### config.mk
export PLATFORM = sky130hd
export DESIGN_NAME = ram_req_ctrl
export DESIGN_NICKNAME = d
export VERILOG_FILES = /design/src/rtl/ram_pkg.sv /design/src/rtl/ram_req_ctrl.sv
export SDC_FILE = /design/constraint.sdc
export NUM_CORES = 1
export LEC_CHECK = 0
export ABC_AREA = 1
export CAP_MARGIN = 20
export CORE_MARGIN = 2
export CORE_UTILIZATION = 42
export CTS_BUF_LIST = sky130_fd_sc_hd__clkbuf_2 sky130_fd_sc_hd__clkbuf_4 sky130_fd_sc_hd__clkbuf_8
export CTS_CLUSTER_SIZE = 25
export DETAILED_ROUTE_END_ITERATION = 16
export PLACE_DENSITY = 0.81
export SLEW_MARGIN = 20
export SYNTH_ARGS = -nofsm -noshare
export SYNTH_HDL_FRONTEND = slang
export SYNTH_SLANG_ARGS = --single-unit
### constraint.sdc
create_clock -name clk -period 1.24 [get_ports clk]
set_input_delay 0.31 -clock clk [delete_from_list [all_inputs] [get_ports clk]]
set_output_delay 0.31 -clock clk [all_outputs]
set_load 0.1 [all_outputs]
### src/rtl/ram_pkg.sv
// Shared state encoding and default widths for ram_req_ctrl.
// RAM_REQ_CTRL_CLEAR_EN adds the CLEAR state to the encoding.
package ram_pkg;

  localparam int unsigned RAM_DATA_WIDTH = 8;
  localparam int unsigned RAM_ADDR_WIDTH = 4;

`ifdef RAM_REQ_CTRL_CLEAR_EN
  typedef enum logic [2:0] {
    ST_IDLE  = 3'd0,
    ST_WRITE = 3'd1,
    ST_READ  = 3'd2,
    ST_RDCAP = 3'd3,
    ST_CLEAR = 3'd4
  } ram_state_e;
`else
  typedef enum logic [2:0] {
    ST_IDLE  = 3'd0,
    ST_WRITE = 3'd1,
    ST_READ  = 3'd2,
    ST_RDCAP = 3'd3
  } ram_state_e;
`endif

endpackage

### src/rtl/ram_req_ctrl.sv
// Request controller for a downstream single-port synchronous RAM.
// Define RAM_REQ_CTRL_CLEAR_EN to enable the clr_start full-memory clear sweep.
module ram_req_ctrl
  import ram_pkg::*;
#(
  parameter int unsigned DATA_WIDTH = RAM_DATA_WIDTH,
  parameter int unsigned ADDR_WIDTH = RAM_ADDR_WIDTH
) (
  input  logic                  clk,
  input  logic                  reset_n,
  input  logic                  req_valid,
  output logic                  req_ready,
  input  logic                  req_we,
  input  logic [ADDR_WIDTH-1:0] req_addr,
  input  logic [DATA_WIDTH-1:0] req_wdata,
  output logic                  rsp_valid,
  output logic [DATA_WIDTH-1:0] rsp_rdata,
  input  logic                  clr_start,
  output logic                  busy,
  output logic                  ram_we,
  output logic [ADDR_WIDTH-1:0] ram_addr,
  output logic [DATA_WIDTH-1:0] ram_din,
  input  logic [DATA_WIDTH-1:0] ram_dout
);

  ram_state_e            state_q, state_d;
  logic                  ram_we_d;
  logic [ADDR_WIDTH-1:0] ram_addr_d;
  logic [DATA_WIDTH-1:0] ram_din_d;
  logic                  rsp_valid_d;
  logic [DATA_WIDTH-1:0] rsp_rdata_d;
  logic                  busy_d;
  logic                  clr_go;

`ifdef RAM_REQ_CTRL_CLEAR_EN
  localparam logic [ADDR_WIDTH-1:0] CNT_MAX = '1;

  logic [ADDR_WIDTH-1:0] clr_cnt_q, clr_cnt_d;

  assign clr_go = clr_start;

  // Clear sweep address counter
  always_ff @(posedge clk or negedge reset_n) begin
    if (!reset_n) begin
      clr_cnt_q <= '0;
    end else begin
      clr_cnt_q <= clr_cnt_d;
    end
  end
`else
  logic unused_clr_start;

  assign unused_clr_start = clr_start;
  assign clr_go           = 1'b0;
`endif

  // A pending clear blocks acceptance in the same IDLE cycle
  assign req_ready = ~busy & ~clr_go;

  // Next state and next registered outputs
  always_comb begin
    state_d     = state_q;
    ram_we_d    = 1'b0;
    ram_addr_d  = ram_addr;
    ram_din_d   = ram_din;
    rsp_valid_d = 1'b0;
    rsp_rdata_d = rsp_rdata;
`ifdef RAM_REQ_CTRL_CLEAR_EN
    clr_cnt_d   = clr_cnt_q;
`endif

    case (state_q)
      ST_IDLE: begin
        if (clr_go) begin
`ifdef RAM_REQ_CTRL_CLEAR_EN
          state_d    = ST_CLEAR;
          ram_we_d   = 1'b1;
          ram_addr_d = '0;
          ram_din_d  = '0;
          clr_cnt_d  = '0;
`endif
        end else if (req_valid) begin
          ram_addr_d = req_addr;
          if (req_we) begin
            state_d   = ST_WRITE;
            ram_we_d  = 1'b1;
            ram_din_d = req_wdata;
          end else begin
            state_d = ST_READ;
          end
        end
      end
      ST_WRITE: state_d = ST_IDLE;
      ST_READ:  state_d = ST_RDCAP;
      ST_RDCAP: begin
        state_d     = ST_IDLE;
        rsp_valid_d = 1'b1;
        rsp_rdata_d = ram_dout;
      end
`ifdef RAM_REQ_CTRL_CLEAR_EN
      ST_CLEAR: begin
        // Stop after the top address; no wrap-around write to 0
        if (clr_cnt_q == CNT_MAX) begin
          state_d = ST_IDLE;
        end else begin
          clr_cnt_d  = clr_cnt_q + ADDR_WIDTH'(1);
          ram_we_d   = 1'b1;
          ram_addr_d = clr_cnt_q + ADDR_WIDTH'(1);
          ram_din_d  = '0;
        end
      end
`endif
      default: state_d = ST_IDLE;
    endcase

    busy_d = (state_d != ST_IDLE);
  end

  // State and output registers
  always_ff @(posedge clk or negedge reset_n) begin
    if (!reset_n) begin
      state_q   <= ST_IDLE;
      ram_we    <= 1'b0;
      ram_addr  <= '0;
      ram_din   <= '0;
      rsp_valid <= 1'b0;
      rsp_rdata <= '0;
      busy      <= 1'b0;
    end else begin
      state_q   <= state_d;
      ram_we    <= ram_we_d;
      ram_addr  <= ram_addr_d;
      ram_din   <= ram_din_d;
      rsp_valid <= rsp_valid_d;
      rsp_rdata <= rsp_rdata_d;
      busy      <= busy_d;
    end
  end

endmodule

Yosys cells after proc, flatten, opt, wreduce, memory -nomap -nowiden
Cells that the tools add are included.
- mux-type cells: 7
- bitwise logic cells: 1
- reductions and logical operators: 4
- equal/unequal tests: 2
- operator list (operator ; number):
    == test 3 x 2 -> 1 bit, second input constant ; 2
    one-hot mux 3 bit (2 select lines) ; 1
    2-to-1 mux 1 bit ; 4
    logical NOT 3 bit ; 1
    2-to-1 mux 3 bit ; 1
    AND reduction 3 bit ; 1
    nonzero test 3 bit ; 1
    2-to-1 mux 2 bit ; 1
    AND reduction 2 bit ; 1
    inverter 1 bit ; 1
- output and inout port bits: 24
- flip-flop bits (word level): 26
- logic and storage cells: 21
- bits of input ports: 25

Depth between registers and ports, before layout
Gate-level depths: netlist of run 1.
- depth after elaboration: 4
- gate-level depth with buffers: 5
- mapped depth without buffers: 5

Worst setup path after synthesis of run 1
OpenSTA, ideal clock, no wires.
- path kind: register -> output
- start point: reg busy
- end point: out req_ready
- data required time: 0.930 ns
- setup slack: -0.632 ns
- arrival time: 1.562 ns
- cell stages (with the launch flop): 2
- path buffers: 0
- cells stage by stage: dfrtp_1 > inv_1
- longest elaborated chain between the ends: 1
- ends and longest elaborated chain (what ; line ; text):
    start, declared ; ram_req_ctrl.sv:19 ; output logic busy,
    start signal, assigned ; ram_req_ctrl.sv:136 ; busy <= busy_d;
    inverter 1 bit ; ram_req_ctrl.sv:58 ; assign req_ready = ~busy & ~clr_go;
    end, declared ; ram_req_ctrl.sv:12 ; output logic req_ready,
No other way between the ends.

Final worst setup path of run 1
Ends and elaborated chain as after synthesis.

==> results.txt, run 1 <==
Drt total wl -> 2800 µm
Final setup margin -> -0.187 ns
Power per cell area -> 2210 nW/µm²
Fmax -> 701 MHz
Worst VDD drop -> 1.74 mV
Netlist cell types -> 16
Fin crit share -> 115%
Most common flop cell mapped by yosys -> dfrtp_1
Critical path required time -> 0.93 ns
DRT iter0 DRCs -> 28
Mapped Avg Cell Area -> 9.62 µm²
Antenna viol nets, final -> 0
Clock Latency Late Sink -> 0.31 ns
GRT Util Overall -> 19.7%
Max-cap violation count -> 0
Routed length per instance -> 13.9 µm
Crit path max fanout -> 2
CP Launch Point -> busy
GP Congestion -> 0.731
Vias after detailed routing -> 982
Final Hold Viols -> 0
CTS Buffer Depth -> 2
Failing checks -> setup timing
Most instantiated cells after synthesis -> 50 x nand2_1, 26 x dfrtp_1, 12 x nand4_1
DP HPWL -> 1910 µm
Final setup viols -> 13
Post-synth top area cell -> dfrtp_1
Worst setup SP type -> flip-flop
Crit end category -> primary output
WHS -> 0.333 ns
Via-per-instance ratio -> 4.89
Post-synth ARST share -> 100%
Nets -> 197
Htree depth -> 1
First-pass GRT wire length -> 4080 µm
Final worst path period need -> 1.43 ns
Initial Util -> 43.5%
Clock sinks -> 26
DRC -> 0
Arrival time at the worst endpoint -> 1.12 ns
Most frequent cell after synthesis -> nand2_1
CTS Hold Bufs -> 0
Row count -> 18
CTS tree -> yes
Syn Nets -> 134
Antenna Cells -> 0
Vias in the first global route -> 900
# fillers -> 134
Die area -> 2910 µm²
Chip width -> 54.0 µm
Core area -> 2410 µm²
Pre-Repair DR Iteration Count -> 4
Post-CTS sizing -> 0
Post-synthesis sequential area ratio -> 62.1%
Largest cells by area after synthesis -> dfrtp_1 62%, nand2_1 18%, nand4_1 7.2%
Dpl cells -> 191
Mapped Cells -> 109
Synth Warn # -> 0
GRT overflow -> 0
Worst Hold Class -> input port to asynchronous set/reset pin
TritonCTS Buffers -> 3
RSZ-0062 raised after global routing -> yes
Root Driver -> clkbuf_4
Final std cells w/o fill -> 201
Ports -> 49
Outcome -> finished, violations left
#FFs+latches synth -> 26
Mapped Area -> 1050 µm²
Die height -> 54.0 µm
Fin Clk Skew -> 0.00268 ns
Critical path class -> flip-flop to primary output
Post-synth EDFFs -> 0
Port Buf Inserts -> 47
Top-area cell type share of the netlist area -> 62.1%
Largest net degree at the start of global routing -> 16
Pins Over Slew Limit -> 0
Lkg Pwr -> 0.960 nW
Initial antenna violation count -> 0
Share of cells above drive strength 1 -> 29.2%
Clk slew on worst S/H paths -> 0.14 ns
Worst r2r src -> state_q[1]
P&R area growth vs syn -> 86.0%
-- worst max-delay path: stages (launching register included) --
cell	delay, ns
dfrtp_4	0.53
clkinvlp_4	0.10
buf_12	0.17
-- cell families after synthesis --
kind of cell	share of synthesized area, %
compound gates	0.954
buf+inv	5.25
flops	62.1
other cells	0.358
simple gates	31.4
-- sequential cells by signal, indices dropped and copies added (netlist names) --
register,cells
rsp_valid,1
ram_din,8
rsp_rdata,8
ram_we,1
ram_addr,4
busy,1
state_q,3
-- stage by stage --
stage | area [µm²] | total power, mW | TNS [ns] | util [%] | setup slack, ns
6_report | 1950 | 4.32 | -0.382 | 80.9 | -0.187
5_1_grt | 1950 | 4.47 | -1.36 | 80.9 | -0.234
4_1_cts | 1920 | 4.29 | -0.543 | 79.7 | -0.192
3_5_place_dp | 1850 | 3.69 | -1.39 | 76.9 | -0.137
3_3_place_gp | 1850 | 3.66 | -1.14 | 76.9 | -0.0986
2_1_floorplan | 1060 | 2.65 | -0.179 | - | -0.179
-- cell type report --
cell class              count  area (µm²)  area share (%)
clock buffers               3        22.5            1.15
inverters                   9        42.5            2.18
clock inverters             1        30.0            1.54
well taps                  30        37.5            1.92
repair buffers             60         821            42.1
flip-flops and latches     26         654            33.5
multi-input cells          72         343            17.6
-- final timing paths --
path                           endpoint  slack, ns  cells after the start
max reg2reg                  ram_din[1]       0.11                      4
min in group clk           rsp_rdata[6]       0.52                      3
max in group asynchronous          busy       0.72                      2
min                         ram_addr[0]       0.33                      2
min reg2reg                  ram_din[5]       0.56                      2
max                           req_ready      -0.19                      2
-- routing by layer --
metal	vias to the layer above	GRT usage [%]	part of all wire, %
met5	-	0	0
met3	6	4.72	3.9
li1	473	-	-
met1	472	24.6	39
met4	0	6.41	1.8
met2	31	33.3	55
-- what timing repair did --
item | in CTS | in global routing
setup buffers | 2 | 4
pin swaps | 0 | 1
setup endpoints to repair | 22 | 29
-- cells in the final DEF, fill, tap and decap left out, drive strengths merged, types with 2 or more instances in the layout --
cell,count
clkdlybuf4s50,23
clkbuf,3
buf,37
nand2,51
nand3,4
inv,7
nor2,2
nand4,12
dfrtp,26
-- report_power, final --
group	internal [mW]	total, mW	switching, mW	leakage (nW)
registers	1.03	1.23	0.205	0.315
clock network	0.327	0.575	0.249	0.0279
logic	0.895	2.51	1.62	0.617
No activity file was read; power rests on OpenSTA's default activity.
==> inputs of run 2 (changes only) <==
Settings changed: CELL_PAD_IN_SITES_DETAIL_PLACEMENT set to 0, CELL_PAD_IN_SITES_GLOBAL_PLACEMENT set to 1, CORE_UTILIZATION 42 to 30, PLACE_DENSITY 0.81 to 0.79, SKIP_CTS_REPAIR_TIMING set to 1.
==> run 2 against run 1 <==
The run still ends with setup timing left. Sequential power hardly changed. Wire length shrank 14%. Global-route usage is 6.3 points lower. Die area increased by 37%.
==> results.txt, run 2 (synthesis gave the netlist of run 1 again) <==
Root Driver -> clkbuf_4
GRT overflow -> 0 (unchanged)
Most common cell after layout, fill and taps aside -> nand2_1
Nets -> 193 (-2.0%)
Pins Over Slew Limit -> 0 (unchanged)
Drt total wl -> 2410 µm (-14%)
Antenna viol nets, final -> 0 (unchanged)
Die area -> 3980 µm² (+37%)
Pre-Repair DR Iteration Count -> 4 (unchanged)
Final std cells w/o fill -> 213 (+6.0%)
Vias after detailed routing -> 916 (-6.7%)
Share of cells above drive strength 1 -> 27.5% (-1.7 points)
CTS tree -> yes
Critical path's slowest cell -> dfrtp_4
Lkg Pwr -> 0.939 nW (-2.3%)
Setup TNS -> -0.276 ns (+0.106 ns)
DRT iter0 DRCs -> 43 (+54%)
Commonest cells after routing, fill and taps aside -> 50 x nand2_1, 26 x buf_12, 25 x dfrtp_1, 23 x clkdlybuf4s50_1, 12 x nand4_1
DRC -> 0 (unchanged)
Htree depth -> 1 (unchanged)
Final worst path period need -> 1.40 ns (-0.0253 ns)
Clock sinks -> 26 (unchanged)
WL met1 -> 1070 µm (-1.7%)
Clk slew on worst S/H paths -> 0.13 ns (about the same)
Max stage delay on crit path -> 0.53 ns (about the same)
P&R area growth vs syn -> 85.0%
GRT Util Overall -> 13.4% (-6.3 points)
TritonCTS Buffers -> 3 (unchanged)
Routed length per instance -> 11.3 µm (-19%)
Crit path max fanout -> 2 (unchanged)
Multi-input logic area -> 343 µm² (unchanged)
Outcome -> finished, violations left
Max-cap violation count -> 0 (unchanged)
Crit path cell chain -> clkinvlp_4 -> buf_12
Final Hold Viols -> 0 (unchanged)
Worst setup SP type -> flip-flop
Arrival time at the worst endpoint -> 1.09 ns (-0.03 ns)
DP HPWL -> 1910 µm (-0.23%)
Fin Clk Skew -> 0.00331 ns (+0.000628 ns)
Fin util -> 58.1% (-23 points)
Chip width -> 63.1 µm (+17%)
WL met3 -> 127 µm (+15%)
Row count -> 21 (+3)
Worst Hold Class -> input port to asynchronous set/reset pin
Power per cell area -> 2120 nW/µm² (-4.2%)
Final setup viols -> 8 (-5)
Via-per-instance ratio -> 4.30 (-12%)
RSZ-0062 raised after global routing -> yes
Ports -> 49 (unchanged)
Port Buf Inserts -> 47 (unchanged)
Fin crit share -> 113% (-2.0 points)
Antenna Cells -> 0 (unchanged)
Storage cell area -> 654 µm² (unchanged)
Worst VDD drop -> 1.09 mV (-38%)
Highest metal used -> met4
Dpl cells -> 205 (+7.3%)
Initial antenna violation count -> 0 (unchanged)
Initial Util -> 31.4% (-12 points)
WHS -> 0.340 ns (+0.00708 ns)
Vias in the first global route -> 911 (+1.2%)
Failing checks -> setup timing
Biggest registers after layout -> ram_din (8), rsp_rdata (8), ram_addr (4)
First-pass GRT wire length -> 4260 µm (+4.2%)
Crit end category -> primary output
Core area -> 3340 µm² (+38%)
Critical path class -> flip-flop to primary output
# fillers -> 290 (+120%)
Fmax -> 713 MHz (+1.8%)
Largest net degree at the start of global routing -> 27 (+11)
Clock Latency Late Sink -> 0.31 ns (about the same)
CTS Buffer Depth -> 2 (unchanged)
Final setup margin -> -0.162 ns (+0.0253 ns)
Die height -> 63.1 µm (+17%)
Critical path required time -> 0.93 ns (about the same)
GP Congestion -> 0.794 (+8.5%)
WL met2 -> 1190 µm (-23%)
[run 2: changes by cell type in the layout (fill, tap and decap cells not counted), sizes merged]
cell | previous run | this run
buf | 37 | 33
bufinv | 1 | 0
clkbuf | 3 | 4
[run 2: final timing paths]
kind | startpoint | depth (start not counted) | slack, ns | end
max in group asynchronous | reset_n | 2 | 0.74 | busy
worst min-delay path | reset_n | 2 | 0.34 | ram_din[5]
worst max-delay path | busy | 2 | -0.16 | req_ready
min in group clk | ram_dout[5] | 3 | 0.51 | rsp_rdata[5]
worst max register to register | state_q[0] | 4 | 0.12 | ram_addr[2]
worst min register to register | ram_addr[1] | 2 | 0.55 | ram_addr[1]
[run 2: area by class of cell]
cell class	count	area share [%]
clock buffers	4	1.87
well taps	46	2.97
repair buffers	56	41.4
flip-flops and latches	26	33.7
inverters	9	2.32
multi-input cells	72	17.7
[run 2: metrics by stage]
| stage | cell area, µm² | power, mW | worst slack, ns |
|---|---|---|---|
| global route | 1940 | 4.27 | -0.202 |
| floorplan | 1060 | 2.65 | -0.179 |
| finish | 1940 | 4.12 | -0.162 |
| detailed placement | 1870 | 3.69 | -0.164 |
| CTS | 1910 | 4.11 | -0.183 |
| global placement | 1870 | 3.66 | -0.140 |
[run 2: power breakdown]
part / internal, mW / leakage (nW) / total, mW / switching (mW)
Combinational: 0.887 / 0.602 / 2.47 / 1.58
Clock: 0.179 / 0.0210 / 0.412 / 0.232
Sequential: 1.03 / 0.315 / 1.23 / 0.204
[run 2: critical path, delay by kind of cell, from the launching register on]
family	cells	cell delay, ns
flops	1	0.53
buf+inv	2	0.25
[run 2: routing by layer]
layer  GRT usage (%)  vias to the layer above
li1                -                      466
met3            3.39                        2
met5               0                        -
met2            21.9                       30
met1            17.5                      418
met4            4.17                        0
==> inputs of run 3 (changes only) <==
Settings changed: PLACE_DENSITY 0.79 to 0.77.
==> run 3 against run 2 <==
Hold slack better by 0.0053 ns. The flow still finishes with violations (setup timing). Total power increased by 4.0%. Combinational power about the same. Via count up 6.4%. Cell count rose by 2.3%. Clock-buffer cell count decreased by 1. Largest power group unchanged. Largest cell class unchanged. Utilization grew 1.5 points. Sequential share of layout area decreased by 0.87 points. Critical path type unchanged.
==> results.txt, run 3 (synthesis gave the netlist of run 1 again) <==
Core area -> 3340 µm² (unchanged)
DP HPWL -> 1990 µm (+4.6%)
Final setup margin -> -0.187 ns (-0.0247 ns)
Share of cells above drive strength 1 -> 29.7% (+2.1 points)
TritonCTS Buffers -> 3 (unchanged)
Via-per-instance ratio -> 4.47 (+4.0%)
Row count -> 21 (unchanged)
Critical path class -> flip-flop to primary output
Commonest cells after routing, fill and taps aside -> 50 x nand2_1, 26 x buf_12, 25 x dfrtp_1, 23 x clkdlybuf4s50_1
Vias in the first global route -> 1005 (+10%)
Routed length per instance -> 11.6 µm (+2.9%)
Clock sinks -> 26 (unchanged)
# fillers -> 305 (+5.2%)
Setup TNS -> -0.300 ns (-0.0242 ns)
Placed Area -> 1910 µm² (+2.0%)
Fmax -> 701 MHz (-1.7%)
Failing checks -> setup timing
Worst VDD drop -> 0.749 mV (-31%)
Largest net degree at the start of global routing -> 27 (unchanged)
Storage cell area -> 654 µm² (unchanged)
Worst setup SP type -> flip-flop
Ports -> 49 (unchanged)
Pins Over Slew Limit -> 0 (unchanged)
CTS tree -> yes
Arrival time at the worst endpoint -> 1.12 ns (+0.03 ns)
Outcome -> finished, violations left
Initial antenna violation count -> 0 (unchanged)
Max-cap violation count -> 0 (unchanged)
Final setup viols -> 6 (-2)
Pre-Repair DR Iteration Count -> 4 (unchanged)
Antenna viol nets, final -> 0 (unchanged)
Lkg Pwr -> 0.970 nW (+3.3%)
Crit path max fanout -> 2 (unchanged)
Most common cell after layout, fill and taps aside -> nand2_1
Chip width -> 63.1 µm (unchanged)
Final worst path period need -> 1.43 ns (+0.0247 ns)
GRT overflow -> 0 (unchanged)
CTS Buffer Depth -> 2 (unchanged)
Fin Clk Skew -> 0.00196 ns (-0.00135 ns)
Multi-input logic area -> 343 µm² (unchanged)
Root Driver -> clkbuf_4
Critical path required time -> 0.93 ns (about the same)
Biggest registers after layout -> ram_din (8), rsp_rdata (8), ram_addr (4)
Power per cell area -> 2150 nW/µm² (+1.3%)
Antenna Cells -> 0 (unchanged)
Final Hold Viols -> 0 (unchanged)
Die area -> 3980 µm² (unchanged)
GRT Util Overall -> 14.4% (+0.97 points)
Clk slew on worst S/H paths -> 0.14 ns (about the same)
Fin crit share -> 115% (+2.0 points)
First-pass GRT wire length -> 4490 µm (+5.4%)
GP Congestion -> 0.754 (-5.0%)
Final Cell Area -> 1990 µm² (+2.6%)
Drt total wl -> 2540 µm (+5.4%)
RSZ-0062 raised after global routing -> yes
Clock Latency Late Sink -> 0.31 ns (about the same)
Nets -> 198 (+2.6%)
Die height -> 63.1 µm (unchanged)
Port Buf Inserts -> 47 (unchanged)
Initial Util -> 31.4% (unchanged)
DRT iter0 DRCs -> 25 (-42%)
P&R area growth vs syn -> 89.9%
DRC -> 0 (unchanged)
Worst Hold Class -> input port to asynchronous set/reset pin
Crit end category -> primary output
Htree depth -> 1 (unchanged)
Vias after detailed routing -> 975 (+6.4%)
-- run 3: worst paths after layout --
kind / depth (start not counted) / startpoint / slack, ns / to
hold reg to reg: 2 / ram_din[0] / 0.55 / ram_din[0]
setup reg to reg: 4 / state_q[0] / 0.13 / ram_addr[1]
hold / removal: 2 / reset_n / 0.35 / ram_din[5]
min in group clk: 3 / ram_dout[1] / 0.51 / rsp_rdata[1]
setup / recovery: 2 / busy / -0.19 / req_ready
max in group asynchronous: 2 / reset_n / 0.74 / busy
-- run 3: power breakdown --
part	total (mW)	switching, mW	internal [mW]
registers	1.23	0.198	1.03
logic	2.48	1.59	0.893
clock network	0.569	0.243	0.327
total	4.28	2.03	2.25
-- run 3: stage by stage --
stage / setup slack (ns) / cells / power, mW / utilization [%] / hold slack, ns
2_1_floorplan: -0.179 / 109 / 2.65 / - / 0.0144
3_3_place_gp: -0.143 / 210 / 3.67 / 57.2 / 0.519
3_5_place_dp: -0.168 / 210 / 3.70 / 57.2 / 0.521
4_1_cts: -0.196 / 214 / 4.28 / 58.8 / 0.330
5_1_grt: -0.228 / 218 / 4.45 / 59.7 / 0.328
6_report: -0.187 / 218 / 4.28 / 59.7 / 0.345
-- run 3: cell type report --
type	count	area share [%]
clock inverters	1	1.51
clock buffers	3	1.13
multi-input cells	72	17.2
inverters	9	2.14
flip-flops and latches	26	32.9
well taps	46	2.89
repair buffers	61	42.2
-- run 3: worst max-delay path, stage by stage, from the launching register on --
cell and delay [ns]:
dfrtp_4 0.53, clkinvlp_4 0.10, buf_12 0.17
-- run 3: layer usage --
metal / track usage (%) / routed length (µm)
met1: 16.7 / 1050
met2: 25.7 / 1340
met3: 2.50 / 113
met4: 6.67 / 31
met5: 0 / 0
